File: src/rtl/trivium_comp.sv
// trivium_comp: Trivium keystream core (80-bit key, 80-bit IV, 288-bit state).
// One 128-bit keystream block per accepted IV; UNROLL rounds per clock.
// Build option: TRIVIUM_DOUT_CLR_EN clears Dout when a new IV is accepted.
// Without it, Dout keeps the previous block until the next DONE.
// State bit s(i) of the Trivium description is held in s[i-1].
module trivium_comp #(
  parameter int unsigned UNROLL = 1
) (
  input  logic         CLK,
  input  logic         RST,
  input  logic         EN,
  input  logic [79:0]  Kin,
  input  logic [79:0]  Din,
  input  logic         Krdy,
  input  logic         Drdy,
  input  logic         EncDec,
  output logic [127:0] Dout,
  output logic         BSY,
  output logic         Kvld,
  output logic         Dvld
);

  localparam int unsigned N_INIT = 1152 / UNROLL;
  localparam int unsigned N_OUT  = 128 / UNROLL;

  typedef enum logic [1:0] {IDLE, INIT, GEN, DONE} state_t;

  state_t              st;
  logic [10:0]         cnt;
  logic [79:0]         key;
  logic [287:0]        s;
  logic [287:0]        s_nxt;
  logic [127:0]        ksbuf;
  logic [UNROLL-1:0]   zb;
  logic [287:0]        v;
  logic                t1, t2, t3;

  // Keystream is the same for encrypt and decrypt, so EncDec has no function.
  logic unused_encdec;
  assign unused_encdec = EncDec;

  // UNROLL Trivium rounds chained combinationally; first z lands in zb MSB.
  always_comb begin
    v  = s;
    zb = '0;
    t1 = 1'b0;
    t2 = 1'b0;
    t3 = 1'b0;
    for (int unsigned r = 0; r < UNROLL; r++) begin
      t1 = v[65]  ^ v[92];
      t2 = v[161] ^ v[176];
      t3 = v[242] ^ v[287];
      zb[UNROLL-1-r] = t1 ^ t2 ^ t3;
      t1 = t1 ^ (v[90]  & v[91])  ^ v[170];
      t2 = t2 ^ (v[174] & v[175]) ^ v[263];
      t3 = t3 ^ (v[285] & v[286]) ^ v[68];
      v  = {v[286:177], t2, v[175:93], t1, v[91:0], t3};
    end
    s_nxt = v;
  end

  // Control FSM, key register, cipher state and registered outputs.
  always_ff @(posedge CLK) begin
    if (RST) begin
      st    <= IDLE;
      cnt   <= '0;
      key   <= '0;
      s     <= '0;
      ksbuf <= '0;
      Dout  <= '0;
      BSY   <= 1'b0;
      Kvld  <= 1'b0;
      Dvld  <= 1'b0;
    end else if (!EN) begin
      Kvld <= 1'b0;
      Dvld <= 1'b0;
    end else begin
      Kvld <= 1'b0;
      Dvld <= 1'b0;
      case (st)
        IDLE: begin
          if (Krdy) begin
            key  <= Kin;
            Kvld <= 1'b1;
          end else if (Drdy) begin
            s   <= {3'b111, 112'b0, Din, 13'b0, key};
            cnt <= '0;
            BSY <= 1'b1;
            st  <= INIT;
`ifdef TRIVIUM_DOUT_CLR_EN
            Dout <= '0;
`endif
          end
        end
        INIT: begin
          s <= s_nxt;
          if (cnt == 11'(N_INIT - 1)) begin
            cnt <= '0;
            st  <= GEN;
          end else begin
            cnt <= cnt + 11'd1;
          end
        end
        GEN: begin
          s     <= s_nxt;
          ksbuf <= {ksbuf[127-UNROLL:0], zb};
          if (cnt == 11'(N_OUT - 1)) begin
            cnt <= '0;
            st  <= DONE;
          end else begin
            cnt <= cnt + 11'd1;
          end
        end
        DONE: begin
          Dout <= ksbuf;
          Dvld <= 1'b1;
          BSY  <= 1'b0;
          st   <= IDLE;
        end
        default: st <= IDLE;
      endcase
    end
  end

endmodule

File: config.mk
export PLATFORM = sky130hd
export DESIGN_NAME = trivium_comp
export DESIGN_NICKNAME = d
export VERILOG_FILES = /design/src/rtl/trivium_comp.sv
export SDC_FILE = /design/constraint.sdc
export NUM_CORES = 1
export LEC_CHECK = 0
export CAP_MARGIN = 20
export CELL_PAD_IN_SITES_DETAIL_PLACEMENT = 0
export CELL_PAD_IN_SITES_GLOBAL_PLACEMENT = 1
export CORE_UTILIZATION = 47
export CTS_CLUSTER_SIZE = 25
export DETAILED_ROUTE_END_ITERATION = 7
export DONT_BUFFER_PORTS = 1
export GPL_TIMING_DRIVEN = 0
export PLACE_DENSITY = 0.85
export SYNTH_ARGS = -nofsm -noshare
export SYNTH_HDL_FRONTEND = slang
export SYNTH_SLANG_ARGS = --single-unit
File: constraint.sdc
create_clock -name CLK -period 2.9 [get_ports CLK]
set_clock_uncertainty 0.05 [all_clocks]
set_input_delay 0.435 -clock CLK [delete_from_list [all_inputs] [get_ports CLK]]
set_output_delay 0.435 -clock CLK [all_outputs]
set_load 0.02 [all_outputs]
==> flow_summary_export.csv, run 1 <==
group,metric,value,unit
outcome,outcome,"finished, final reports clean",
timing,fin_crit_sh,0.924,
final_layout,areaGrowthSynthToFinish,17.8,%
final_layout,fill_cells,4409,
cts,cts_sinks,640,
pwr,vdd_drop_max,0.000501,V
route,dr_wl_met3,4610,um
floorplanning,core_area,49200,um^2
global_routing,grt_pass1_vias,18700,
logic_synthesis,synth_fp_nets,2886,
final_layout,nets,3062,
timing,hold_viol_final,0,
global_routing,grt_pass1_wl,95700,um
route,met2_length,27500,um
route,final_antenna_net_count,0,
logic_synthesis,yosys.area.top_type_share,0.545,
critical_path,arrival,3.07,ns
logic_synthesis,synth.area.top_cells,"dfxtp_1 54%, nand2_1 11%, a21oi_1 7.3%",
floorplanning,die_w,226,um
logic_synthesis,synth_warnings,0,
critical_path,end_kind,"flip-flop",
pwr,power_per_cell_area,704,nW/um^2
cts,clock_path_buffers,3,
worst_hold_path,holdCritPathClass,"in -> reg",
floorplanning,die_area,51000,um^2
timing,fmax,373,MHz
global_routing,grt_usage,0.233,
cts,cts_tree,"yes",
pwr,p_leak,9.12,nW
timing,post-route-min-period,2.68,ns
timing,drv_slew,0,
route,firstDrtPassIters,5,
logic_synthesis,async_flop_share,0,
timing,setup_viol,0,
logic_synthesis,syn_area,23500,um^2
route,highest_layer,"met5",
logic_synthesis,avgSynthCellArea,8.66,um^2
cts,cts_buffers,67,
floorplanning,die_h,226,um
logic_synthesis,yosysUniqueCellTypes,46,
timing,maxSlewHeadroom,0.233,
route,via_per_inst,5.35,
final_layout,final_common_cell,"nand2_1",
floorplanning,rows,81,
critical_path,crit_required,3.30,ns
logic_synthesis,ys_ff_latch,640,
route,wl_met1,25900,um
final_layout,final_cells,3619,
global_routing,grt_max_degree,15,
logic_synthesis,yosys.area.top_type,"dfxtp_1",
cts,clkSlewWorstSetupHoldPaths,0.06,ns
logic_synthesis,synthCells,2715,
job,cap_violations,0,
floorplanning,start_util,0.479,
final_layout,drive_gt1_frac,0.0500,
global_routing,antenna_found_initial,16,
route,first_iter_violations,1079,
place,hpwl,41700,um
final_layout,final_cell_mix,"686 x nand2_1, 640 x dfxtp_1, 342 x a21oi_1",
critical_path,start_kind,"flip-flop",
place,placedCellCount,3379,
global_routing,grt_overflow,0,
cts,htreeDepth,3,
logic_synthesis,synth_seq_area_share,0.545,
floorplanning,num_io_pins,297,
pwr,power,0.0195,W
critical_path,path_class,"reg -> reg",
critical_path,crit_fanout,10,
place,port_buffers,0,
route,routedWlPerCell,16.7,um
logic_synthesis,synth-edff-count,0,
place,gp_congestion,0.824,
timing,grt_setup_unrepaired,"no",
cts,clock_latency,0.60,ns
logic_synthesis,ys.flop_type,"dfxtp_1",
route,drc_errors,0,
cts,cts_root_buffer,"clkbuf_16",
route,wirelength,60300,um
cts,postCtsSetupRepairBufs,0,
timing,worstMarginPinSlew,1.15,ns
route,dr_total_vias,19400,
[synthesized netlist by cell type (5+ instances only)]
| master | n |
|---|---|
| a211oi_1 | 162 |
| ha_1 | 5 |
| buf_2 | 34 |
| clkbuf_1 | 177 |
| nor3_1 | 10 |
| buf_1 | 15 |
| inv_1 | 7 |
| nand2_1 | 686 |
| a22oi_1 | 125 |
| dfxtp_1 | 640 |
| mux2i_1 | 161 |
| xnor2_1 | 8 |
| a21oi_1 | 342 |
| nor2_1 | 292 |
[layer usage]
metal,track usage,vias up
li1,-,9600
met1,0.279,9134
met2,0.379,482
met3,0.0783,157
met4,0.0990,6
met5,0,-
[stage by stage]
stage	setup TNS [ns]	utilization	cell area, um^2	hold WS (ns)	worst slack (ns)
after global routing	0	0.564	27700	0.00360	0.0270
after CTS	0	0.563	27700	0.000475	0.0313
final	0	0.564	27700	0.0323	0.221
after global placement	0	0.496	24400	0.393	0.00263
after detailed placement	-0.0386	0.496	24400	0.397	-0.0205
after floorplan	0	-	23500	0.382	0.802
[sequential cells by signal, summed over array words and instances (netlist names)]
| register | cells |
|---|---|
| BSY | 1 |
| cnt | 11 |
| Dout | 128 |
| st | 2 |
| key | 80 |
| s | 288 |
| Kvld | 1 |
| ksbuf | 128 |
| Dvld | 1 |
[final timing paths]
path | start | slack (ns) | endpoint | cells past startpoint
max | st[1] | 0.22 | s[50] | 8
min | Din[2] | 0.03 | s[95] | 2
max reg2reg | st[1] | 0.22 | s[50] | 8
min reg2reg | key[73] | 0.40 | key[73] | 2
[worst max-delay path, stage by stage, from the launching register on]
cell and delay [ns]:
dfxtp_1 0.40, inv_1 0.09, ha_1 0.27, buf_2 0.29, nand3b_4 0.15, nand2_1 0.28
clkbuf_2 0.39, clkbuf_1 0.43, a211oi_1 0.18
[area by class of cell]
| class | count | area, um^2 | share of cell area |
|---|---|---|---|
| Timing Repair Buffer | 107 | 1070 | 0.0386 |
| Inverter | 7 | 26.3 | 0.000948 |
| Multi-Input combinational cell | 1840 | 9780 | 0.353 |
| Antenna cell | 13 | 32.5 | 0.00117 |
| Clock buffer | 104 | 2020 | 0.0728 |
| Tap cell | 664 | 831 | 0.0300 |
| Clock inverter | 16 | 240 | 0.00867 |
| Buffer | 228 | 913 | 0.0329 |
| Sequential cell | 640 | 12800 | 0.462 |
[what timing repair did]
item,in CTS,in global routing
pin swaps,0,0
endpoints found under the hold margin,107,0
resized for setup,2,2
hold buffers,107,0
endpoints found under the setup margin,9,99
[where the power goes]
part,switching [W],internal [W],total [W]
Sequential,0.000147,0.00904,0.00919
Combinational,0.000945,0.000621,0.00157
Clock,0.00351,0.00525,0.00876
[logic make-up (layout without fill, tap and decap cells)]
group	Yosys count	after routing	share of synthesized area
flip-flops	640	640	0.545
buffers and inverters	235	462	0.0398
other	0	13	0
adder cells (fa/ha/maj)	5	5	0.00266
AO/OA/AOI/OAI	649	649	0.171
XOR/XNOR	12	12	0.00697
AND/OR/NAND/NOR	1013	1013	0.167
multiplexers	161	161	0.0685
(Power assumes the default switching activity.)
==> run 2: changes to the inputs <==
--- a/config.mk
+++ b/config.mk
@@ -5,10 +5,11 @@
 export SDC_FILE = /design/constraint.sdc
 export NUM_CORES = 1
 export LEC_CHECK = 0
+export ABC_AREA = 1
 export CAP_MARGIN = 20
 export CELL_PAD_IN_SITES_DETAIL_PLACEMENT = 0
 export CELL_PAD_IN_SITES_GLOBAL_PLACEMENT = 1
-export CORE_UTILIZATION = 47
+export CORE_UTILIZATION = 46
 export CTS_CLUSTER_SIZE = 25
 export DETAILED_ROUTE_END_ITERATION = 7
 export DONT_BUFFER_PORTS = 1
==> flow_summary_export.csv, run 2 <==
group,metric,value,unit
outcome,outcome,"finished, final reports clean",
critical_path,reg2reg_depth,6,
cts,cts_resized,0,
critical_path,worst-path-buf-inv,3,
timing,post-route-min-period,2.33,ns
final_layout,final_cell_mix,"695 x nand2_1, 640 x dfxtp_1, 535 x nor2_1",
job,cap_violations,0,
global_routing,grt_usage,0.230,
worst_hold_path,holdPathEnd,"s[93]",
logic_synthesis,synth_most_common_cell,"nand2_1",
place,port_buffers,0,
critical_path,rrSetupSlack,0.57,ns
logic_synthesis,avgSynthCellArea,7.70,um^2
global_routing,grt_max_degree,15,
floorplanning,die_w,229,um
logic_synthesis,synthTopCellsByCount,"695 x nand2_1, 640 x dfxtp_1, 535 x nor2_1, 316 x o21ai_0, 215 x a21oi_1",
place,hpwl,42000,um
cts,cts_root_buffer,"clkbuf_16",
final_layout,fill_cells,4660,
final_layout,final_cells,4039,
critical_path,rr_startpoint,"st[0]",
critical_path,crit_chain,"inv_1, ha_1, clkbuf_1, clkbuf_1, nand2_1, a31oi_1",
route,drc_errors,0,
floorplanning,core_area,50400,um^2
pwr,p_leak,10.2,nW
logic_synthesis,ys_ff_latch,640,
logic_synthesis,synth.area.top_cells,"dfxtp_1 54%, nand2_1 11%, nor2_1 8.5%",
critical_path,worst-path-stages,6,
timing,setup_tns,0,ns
final_layout,finalCoreUtilization,0.565,
route,via_per_inst,5.24,
floorplanning,die_area,52300,um^2
worst_hold_path,hp-start,"Din[0]",
logic_synthesis,synth-edff-count,0,
final_layout,top_register,"s",
cts,clock_path_buffers,3,
logic_synthesis,yosys.area.top_type_share,0.542,
route,firstDrtPassIters,5,
pwr,vdd_drop_max,0.000434,V
timing,drv_slew,0,
route,routedWlPerCell,15.2,um
route,dr_total_vias,21200,
place,gp_congestion,0.832,
critical_path,cpMostUsedCell,"clkbuf_1",
place,placedCellCount,3743,
critical_path,end_kind,"flip-flop",
route,wirelength,61600,um
worst_hold_path,holdCritPathClass,"in -> reg",
cts,cts_tree,"yes",
logic_synthesis,synthCells,3071,
cts,clkSlewWorstSetupHoldPaths,0.06,ns
timing,fmax,429,MHz
critical_path,arrival,2.80,ns
logic_synthesis,synth_seq_area_share,0.542,
global_routing,grt_pass1_vias,19900,
critical_path,path_delay_family,"buffers and inverters",
critical_path,slowest_delay,0.61,ns
logic_synthesis,yosys.area.top_type,"dfxtp_1",
global_routing,grt_pass1_wl,99100,um
timing,grt_setup_unrepaired,"no",
timing,maxSlewHeadroom,0.461,
final_layout,top_regs,"s (288), Dout (128), ksbuf (128)",
timing,worstMarginPinSlew,0.809,ns
logic_synthesis,async_flop_share,0,
logic_synthesis,synth_warnings,0,
cts,clock_latency,0.61,ns
logic_synthesis,yosysUniqueCellTypes,28,
critical_path,start_kind,"flip-flop",
logic_synthesis,synth_fp_nets,3242,
critical_path,crit_fanout,10,
route,final_antenna_net_count,0,
cts,cts_sinks,640,
timing,setup_viol,0,
critical_path,crit_required,3.37,ns
global_routing,antenna_found_initial,9,
route,first_iter_violations,1499,
final_layout,largest_register_ffs,288,
final_layout,drive_gt1_frac,0.0659,
critical_path,cp-startpoint,"st[0]",
floorplanning,num_io_pins,297,
pwr,power_per_cell_area,755,nW/um^2
final_layout,final_common_cell,"nand2_1",
critical_path,r2r-end,"s[49]",
logic_synthesis,ys.flop_type,"dfxtp_1",
cts,cts_buffers,69,
critical_path,cp_slowest_cell,"clkbuf_1",
logic_synthesis,syn_area,23600,um^2
floorplanning,start_util,0.469,
floorplanning,rows,82,
timing,fin_crit_sh,0.804,
critical_path,path_class,"reg -> reg",
final_layout,areaGrowthSynthToFinish,20.4,%
cts,htreeDepth,3,
floorplanning,die_h,229,um
worst_hold_path,min_path_cells,3,
global_routing,grt_overflow,0,
final_layout,nets,3472,
timing,hold_viol_final,0,
## run 2: through the flow
stage	setup slack, ns	total power [W]	area [um^2]	hold WS [ns]
floorplan	1.21	0.0117	23600	0.374
global placement	0.556	0.0123	24500	0.385
detailed placement	0.585	0.0124	24500	0.396
CTS	0.561	0.0216	28400	0.0334
global route	0.288	0.0224	28400	0.0562
finish	0.568	0.0215	28500	0.0608
## run 2: metal layers
layer,routed length [um],track usage
met1,27400,0.294
met2,28500,0.381
met3,4140,0.0477
met4,1530,0.0856
met5,0,0
## run 2: tightest hold or removal path, cell delays in order
cell and delay (ns):
or2_2 0.08, nand2_1 0.04, a21oi_1 0.11
## run 2: area by class of cell
| type | count | area, um^2 | share of cell area |
|---|---|---|---|
| antenna | 13 | 32.5 | 0.00114 |
| buffer | 250 | 1180 | 0.0415 |
| clock buffer | 103 | 2040 | 0.0716 |
| clock inverter | 21 | 320 | 0.0113 |
| inverter | 33 | 124 | 0.00435 |
| multi-input combinational | 2148 | 9520 | 0.334 |
| sequential | 640 | 12800 | 0.450 |
| tap | 672 | 841 | 0.0295 |
| timing repair buffer | 159 | 1590 | 0.0559 |
## run 2: worst max path at each step
stage | end | slack, ns
finish | s[49] | 0.57
global placement | s[93] | 0.56
CTS | key[32] | 0.56
global route | key[36] | 0.29
floorplan | s[242] | 1.21
detailed placement | key[32] | 0.58
## run 2: cell families after synthesis
| family | after synthesis | share of synthesized area |
|---|---|---|
| compound gates | 798 | 0.178 |
| mux | 1 | 0.000424 |
| fa+ha+maj | 5 | 0.00265 |
| flops | 640 | 0.542 |
| buf+inv | 283 | 0.0552 |
| xor+xnor | 11 | 0.00408 |
| simple gates | 1333 | 0.218 |
## run 2: what timing repair did
action	CTS	global route
endpoints found under the hold margin	159	0
hold buffers	159	0
setup buffers	0	0
## run 2: power by group
part / switching (W) / internal, W
combinational: 0.00177 / 0.000912
sequential: 0.000383 / 0.00937
clock: 0.00354 / 0.00550
total: 0.00570 / 0.0158
